File: src/rtl/pipe_stage_skid.sv
// Elastic pipeline-stage register with a two-entry skid buffer.
// MAIN drives the outputs and SKID catches the beat that arrives while MAIN is
// stalled. As a result, in_ready comes from a flop and never depends on out_ready.
// Flush squashes both slots and ctrl is zeroed on every bubble.
// A saturating counter records back-pressure cycles for performance debug.
module pipe_stage_skid #(
    parameter int unsigned CTRL_WIDTH       = 8,
    parameter int unsigned DATA_WIDTH       = 64,
    parameter bit          CLEAR_DATA_FLUSH = 1'b0,
    parameter int unsigned STALL_CNT_WIDTH  = 16
) (
    input  logic                       clk,
    input  logic                       reset_n,
    input  logic                       flush,
    input  logic                       in_valid,
    output logic                       in_ready,
    input  logic [CTRL_WIDTH-1:0]      in_ctrl,
    input  logic [DATA_WIDTH-1:0]      in_data,
    output logic                       out_valid,
    input  logic                       out_ready,
    output logic [CTRL_WIDTH-1:0]      out_ctrl,
    output logic [DATA_WIDTH-1:0]      out_data,
    output logic [1:0]                 occupancy,
    output logic [STALL_CNT_WIDTH-1:0] stall_count
);

    // The encoding is the beat count, so occupancy is the state register itself.
    typedef enum logic [1:0] {
        StEmpty = 2'd0,
        StOne   = 2'd1,
        StFull  = 2'd2
    } state_e;

    state_e                     state_q, state_d;
    logic [CTRL_WIDTH-1:0]      main_ctrl_q, main_ctrl_d;
    logic [DATA_WIDTH-1:0]      main_data_q, main_data_d;
    logic [CTRL_WIDTH-1:0]      skid_ctrl_q, skid_ctrl_d;
    logic [DATA_WIDTH-1:0]      skid_data_q, skid_data_d;
    logic                       in_ready_q, in_ready_d;
    logic [STALL_CNT_WIDTH-1:0] stall_q, stall_d;
    logic                       in_fire;
    logic                       main_valid;

    assign main_valid = (state_q != StEmpty);
    assign in_fire    = in_valid & in_ready_q;

    // Next-state, slot-steering and ready logic. Flush overrides every handshake event.
    always_comb begin
        state_d     = state_q;
        main_ctrl_d = main_ctrl_q;
        main_data_d = main_data_q;
        skid_ctrl_d = skid_ctrl_q;
        skid_data_d = skid_data_q;

        if (flush) begin
            state_d     = StEmpty;
            main_ctrl_d = '0;
            skid_ctrl_d = '0;
            if (CLEAR_DATA_FLUSH) begin
                main_data_d = '0;
                skid_data_d = '0;
            end
        end else begin
            unique case (state_q)
                StEmpty: begin
                    if (in_fire) begin
                        state_d     = StOne;
                        main_ctrl_d = in_ctrl;
                        main_data_d = in_data;
                    end
                end
                StOne: begin
                    if (in_fire && out_ready) begin
                        main_ctrl_d = in_ctrl;
                        main_data_d = in_data;
                    end else if (in_fire) begin
                        state_d     = StFull;
                        skid_ctrl_d = in_ctrl;
                        skid_data_d = in_data;
                    end else if (out_ready) begin
                        state_d     = StEmpty;
                    end
                end
                StFull: begin
                    if (out_ready) begin
                        state_d     = StOne;
                        main_ctrl_d = skid_ctrl_q;
                        main_data_d = skid_data_q;
                        skid_ctrl_d = '0;
                    end
                end
                default: begin
                    state_d = StEmpty;
                end
            endcase
        end

        in_ready_d = (state_d != StFull);
    end

    // Saturating back-pressure counter; a flush cycle is not counted as a stall.
    always_comb begin
        stall_d = stall_q;
        if (main_valid && !out_ready && !flush && (stall_q != '1)) begin
            stall_d = stall_q + STALL_CNT_WIDTH'(1);
        end
    end

    // State and slot registers. Asynchronous reset drops any held beats.
    always_ff @(posedge clk or negedge reset_n) begin
        if (!reset_n) begin
            state_q     <= StEmpty;
            main_ctrl_q <= '0;
            main_data_q <= '0;
            skid_ctrl_q <= '0;
            skid_data_q <= '0;
            in_ready_q  <= 1'b1;
            stall_q     <= '0;
        end else begin
            state_q     <= state_d;
            main_ctrl_q <= main_ctrl_d;
            main_data_q <= main_data_d;
            skid_ctrl_q <= skid_ctrl_d;
            skid_data_q <= skid_data_d;
            in_ready_q  <= in_ready_d;
            stall_q     <= stall_d;
        end
    end

    assign in_ready    = in_ready_q;
    assign out_valid   = main_valid;
    assign out_ctrl    = main_valid ? main_ctrl_q : '0;
    assign out_data    = main_data_q;
    assign occupancy   = state_q;
    assign stall_count = stall_q;

endmodule
File: config.mk
export PLATFORM = sky130hd
export DESIGN_NAME = pipe_stage_skid
export DESIGN_NICKNAME = d
export VERILOG_FILES = /design/src/rtl/pipe_stage_skid.sv
export SDC_FILE = /design/constraint.sdc
export NUM_CORES = 1
export LEC_CHECK = 0
export CELL_PAD_IN_SITES_DETAIL_PLACEMENT = 1
export CELL_PAD_IN_SITES_GLOBAL_PLACEMENT = 1
export CORE_AREA = 3 3 157 159
export CTS_CLUSTER_DIAMETER = 200
export DETAILED_ROUTE_END_ITERATION = 8
export DIE_AREA = 0 0 160 162
export GPL_ROUTABILITY_DRIVEN = 0
export PLACE_DENSITY_LB_ADDON = 0.1
export SETUP_SLACK_MARGIN = 0.1
export SYNTH_ARGS = -nofsm -noshare
export SYNTH_HDL_FRONTEND = slang
export SYNTH_SLANG_ARGS = --single-unit
File: constraint.sdc
create_clock -name clk -period 3.33 [get_ports clk]
set_input_delay 0.4995 -clock clk [delete_from_list [all_inputs] [get_ports clk]]
set_output_delay 0.4995 -clock clk [all_outputs]
set_load 0.03 [all_outputs]
# After elaboration in Yosys (flattened, before gate mapping)

Cells that the tools add are included.

Add/subtract/negate cells: 1
Equal/unequal tests: 12
Muxes and demuxes: 21
Bitwise gates (word level): 3
Reduce and logical (&&, ||, !) cells: 15

Operators with widths:

| cell                                           | count |
|---|---|
| 2-to-1 mux 64 bit                              | 3 |
| one-hot mux 64 bit (3 select lines)            | 1 |
| 2-to-1 mux 8 bit                               | 8 |
| one-hot mux 8 bit (3 select lines)             | 1 |
| adder 16 x 1 -> 16 bit (second input constant) | 1 |
| inequality test 16 bit (second input constant) | 1 |
| one-hot mux 8 bit (2 select lines)             | 1 |
| inequality test 3 bit (second input constant)  | 5 |
| 2-to-1 mux 2 bit                               | 6 |
| AND reduction 4 bit                            | 3 |
| inequality test 2 bit (second input constant)  | 4 |
| one-hot mux 2 bit (3 select lines)             | 1 |
| nonzero test 3 bit                             | 2 |
| AND reduction 5 bit                            | 1 |
| logical AND 1 bit                              | 4 |
| nonzero test 4 bit                             | 1 |
| == test 2 x 1 -> 1 bit (second input constant) | 1 |
| == test 2 bit (second input constant)          | 1 |
| zero test 1 bit                                | 2 |
| zero test 2 bit                                | 1 |
| inverter 1 bit                                 | 2 |
| nonzero test 2 bit                             | 1 |
| bitwise AND 1 bit                              | 1 |

Register bits: 163
Logic and storage cells: 59

# Depth between registers and ports, before layout

Word-level depth: 6
Mapped depth: 7

# Least setup slack after synthesis

OpenSTA, ideal clock, no wires.

Path kind: register -> register
From: register state_q[1], in the netlist occupancy[1]
To: register stall_q[1], in the netlist stall_count[1]
Setup time: 0.125 ns
Arrival: 1.639 ns
Setup slack: 1.566 ns
Cell stages (with the launch flop): 5
Period minus slack after synthesis: 1.764 ns
Cell sequence: dfrtp_1 nor2_1 nor3_1 a21boi_2 mux2_2

Word-level cells in the longest chain between the ends: 4

RTL lines:

| item                            | line | source |
|---|---|---|
| start: declaration              | 34   | `state_e state_q, state_d;` |
| start signal: assignment        | 112  | `state_q <= StEmpty;` |
| start signal: assignment        | 120  | `state_q <= state_d;` |
| nonzero test 2 bit              | 44   | `assign main_valid = (state_q != StEmpty);` |
| logical AND 1 bit (3 in series) | 104  | `if (main_valid && !out_ready && !flush && (stall_q != '1)) begin` |
| end signal: assignment          | 126  | `stall_q <= stall_d;` |
| end: declaration                | 40   | `logic [STALL_CNT_WIDTH-1:0] stall_q, stall_d;` |

Every way passes these cells.
A chain may end at the register's enable or synchronous reset.

# Worst setup path in the final report

From: register state_q[0], in the netlist occupancy[0]
To: output port out_ctrl[6]

Word-level cells in the longest chain between the ends: 2

RTL lines:

| item               | line | source |
|---|---|---|
| nonzero test 2 bit | 44   |  |
| 2-to-1 mux 8 bit   | 132  | `assign out_ctrl = main_valid ? main_ctrl_q : '0;` |
| end: declaration   | 21   | `output logic [CTRL_WIDTH-1:0] out_ctrl,` |

Every way passes these cells.

==> metrics.csv <==
metric,value,unit
rsz0062_at_grt,false,
skew,15.7,ps
grt_max_degree,130,
status,"finished, final reports clean",
dieArea,25900,µm²
wirelength,20000,µm
reg2regPathDepth,4,
fin_area,9600,µm²
grt.total_usage,15.7,%
drc_errors,0,
hold_class,input port to asynchronous set/reset pin,
synth_nets,743,
syn-cell-area,6960,µm²
cts_num_sinks,163,
grt-ovfl-total,0,
avgSynthCellArea,10.5,µm²
start_util,29.7,%
hold_violations,0,
cts_setup_buffers,0,
synth_seq_area_share,58.7,%
area_growth,38.0,%
slew_headroom,40.6,%
worstSetupPathType,register to output pin,
final_common_cell,clkdlybuf4s50_1,
ctsResizeCount,0,
syn_inst,665,
antenna_found_initial,0,
pin_count,169,
synth_top_cell_area_share,58.3,%
timing.rr.start,occupancy[0],
wl_per_cell,17.4,µm
cts_tree,yes,
yosys_warnings,0,
die_h,162,µm
min_period_over_period,78.5,%
vias_per_cell,4.74,
h-tree-depth,4,
arrival,2110,ps
synth_top_cells_by_area,"dfrtp_1 (58%), mux2_2 (11%), nand2_1 (8.4%)",
yosysTopAreaCell,dfrtp_1,
vias,5465,
drive_gt1_share,14.2,%
r2r_end,out_data[33],
power_density,665,nW/µm²
cts_max_path_buffers,2,
cts_hold_buf,0,
numPortBuffers,168,
drt-pass1-iter-count,4,
setup_violations,0,
synth-seq-cells,163,
tightest_slew,888,ps
synth_cell_type_count,37,
power.leakage,4.06,nW
die_w,160,µm
finalCriticalPeriod,2610,ps
ir_worst_vdd,0.000283,V
grt_pass1_vias,5998,
rows,56,
grt_pass1_wl,32900,µm
maxCapViolCount,0,
postRouteAntennaNets,0,
clock_tree.root_cell,clkbuf_16,
layout_common_cells,"clkdlybuf4s50_1 (167), dfrtp_1 (162), nand2_1 (156)",
tns,0,ps
r2r_setup_slack,1270,ps
core-area,23400,µm²
dpl.hpwl,13500,µm
nets,898,
antenna_cells,0,
timing.final.max_slew_violations,0,
drtIter0Drc,174,
startpoint_type,register,
cts_buffers,17,
cp-end-kind,output pin,
crit_fanout,10,
timing.fmax,383,MHz
dpl-instance-area,8970,µm²
holdWs,32.4,ps
critPathRequiredTime,2830,ps
path_clk_slew,70,ps
fillers,2602,
clock_latency,420,ps
-- worst max path at each step --
| stage | from | end | slack (ps) | cells after the start |
|---|---|---|---|---|
| floorplan | occupancy[1] | stall_count[1] | 1570 | 4 |
| global placement | out_ready | skid_data_q[12] | 840 | 6 |
| detailed placement | out_ready | skid_data_q[15] | 770 | 6 |
| CTS | occupancy[1] | out_ctrl[6] | 670 | 4 |
| global route | occupancy[0] | out_ctrl[6] | 560 | 4 |
| finish | occupancy[0] | out_ctrl[6] | 720 | 4 |
-- power by group --
group          leakage, nW  total [mW]  internal (mW)  switching, mW
combinational         1.80        1.58          0.741          0.840
clock                0.305        2.11           1.23          0.878
sequential            1.95        2.70           2.43          0.266
-- cell type report --
type | instances | area [µm²] | share of cell area [%]
clock buffer | 18 | 439 | 4.58
clock inverter | 14 | 190 | 1.98
inverter | 3 | 11.3 | 0.117
multi-input combinational | 457 | 2670 | 27.8
sequential | 163 | 4080 | 42.5
tap | 319 | 399 | 4.16
timing repair buffer | 178 | 1810 | 18.8
-- Yosys cell counts, drive strengths merged --
master	n
nand3b	1
and2	8
or4b	1
nand3	23
mux2	66
buf	26
nor4b	1
and3	5
o21a	1
a311oi	8
nand4	5
nand2	156
nor2	79
a31oi	65
dfstp	1
xnor2	6
clkbuf	16
and3b	1
nor3	3
dfrtp	162
or2b	1
mux2i	1
xor2	6
nand2b	1
inv	3
and2b	1
o21ai	1
ha	1
a21boi	2
a21o	1
nor4	1
a21oi	12
-- metrics by stage --
stage                     setup WS, ps  util [%]  instances  total power [mW]
final                              717      41.0       1152              6.39
after global routing               564      41.0       1152              6.73
after CTS                          674      41.0       1152              6.50
after detailed placement           765      38.3       1120              4.35
after global placement             835      38.3       1120              4.28
after floorplan                   1570         -        665              3.60
-- layer usage --
| layer | track usage (%) | share of wire (%) | vias up |
|---|---|---|---|
| met5 | 0 | 0 | - |
| li1 | - | - | 2579 |
| met3 | 4.26 | 5.1 | 14 |
| met2 | 26.7 | 49 | 125 |
| met4 | 4.54 | 1.1 | 0 |
| met1 | 19.8 | 45 | 2747 |
-- sequential cells by signal, summed over array words and instances, names as in the netlist --
signal and count:
out_data 64, skid_data_q 64, stall_count 16, main_ctrl_q 8, skid_ctrl_q 8, occupancy 2, in_ready 1
-- worst max-delay path: stages (launching register included) --
cell             delay [ps]
dfrtp_1                 500
nor2_1                  130
inv_2                   170
and2_1                  210
clkdlybuf4s50_1         680
-- logic make-up after synthesis --
| logic type | after synthesis | share of synthesized area (%) |
|---|---|---|
| AO/OA/AOI/OAI | 90 | 8.38 |
| flip-flops | 163 | 58.7 |
| XOR/XNOR | 12 | 1.51 |
| multiplexers | 67 | 10.8 |
| buffers and inverters | 45 | 3.27 |
| AND/OR/NAND/NOR | 287 | 17.2 |
| adder cells (fa/ha/maj) | 1 | 0.180 |
(Power assumes the default switching activity.)
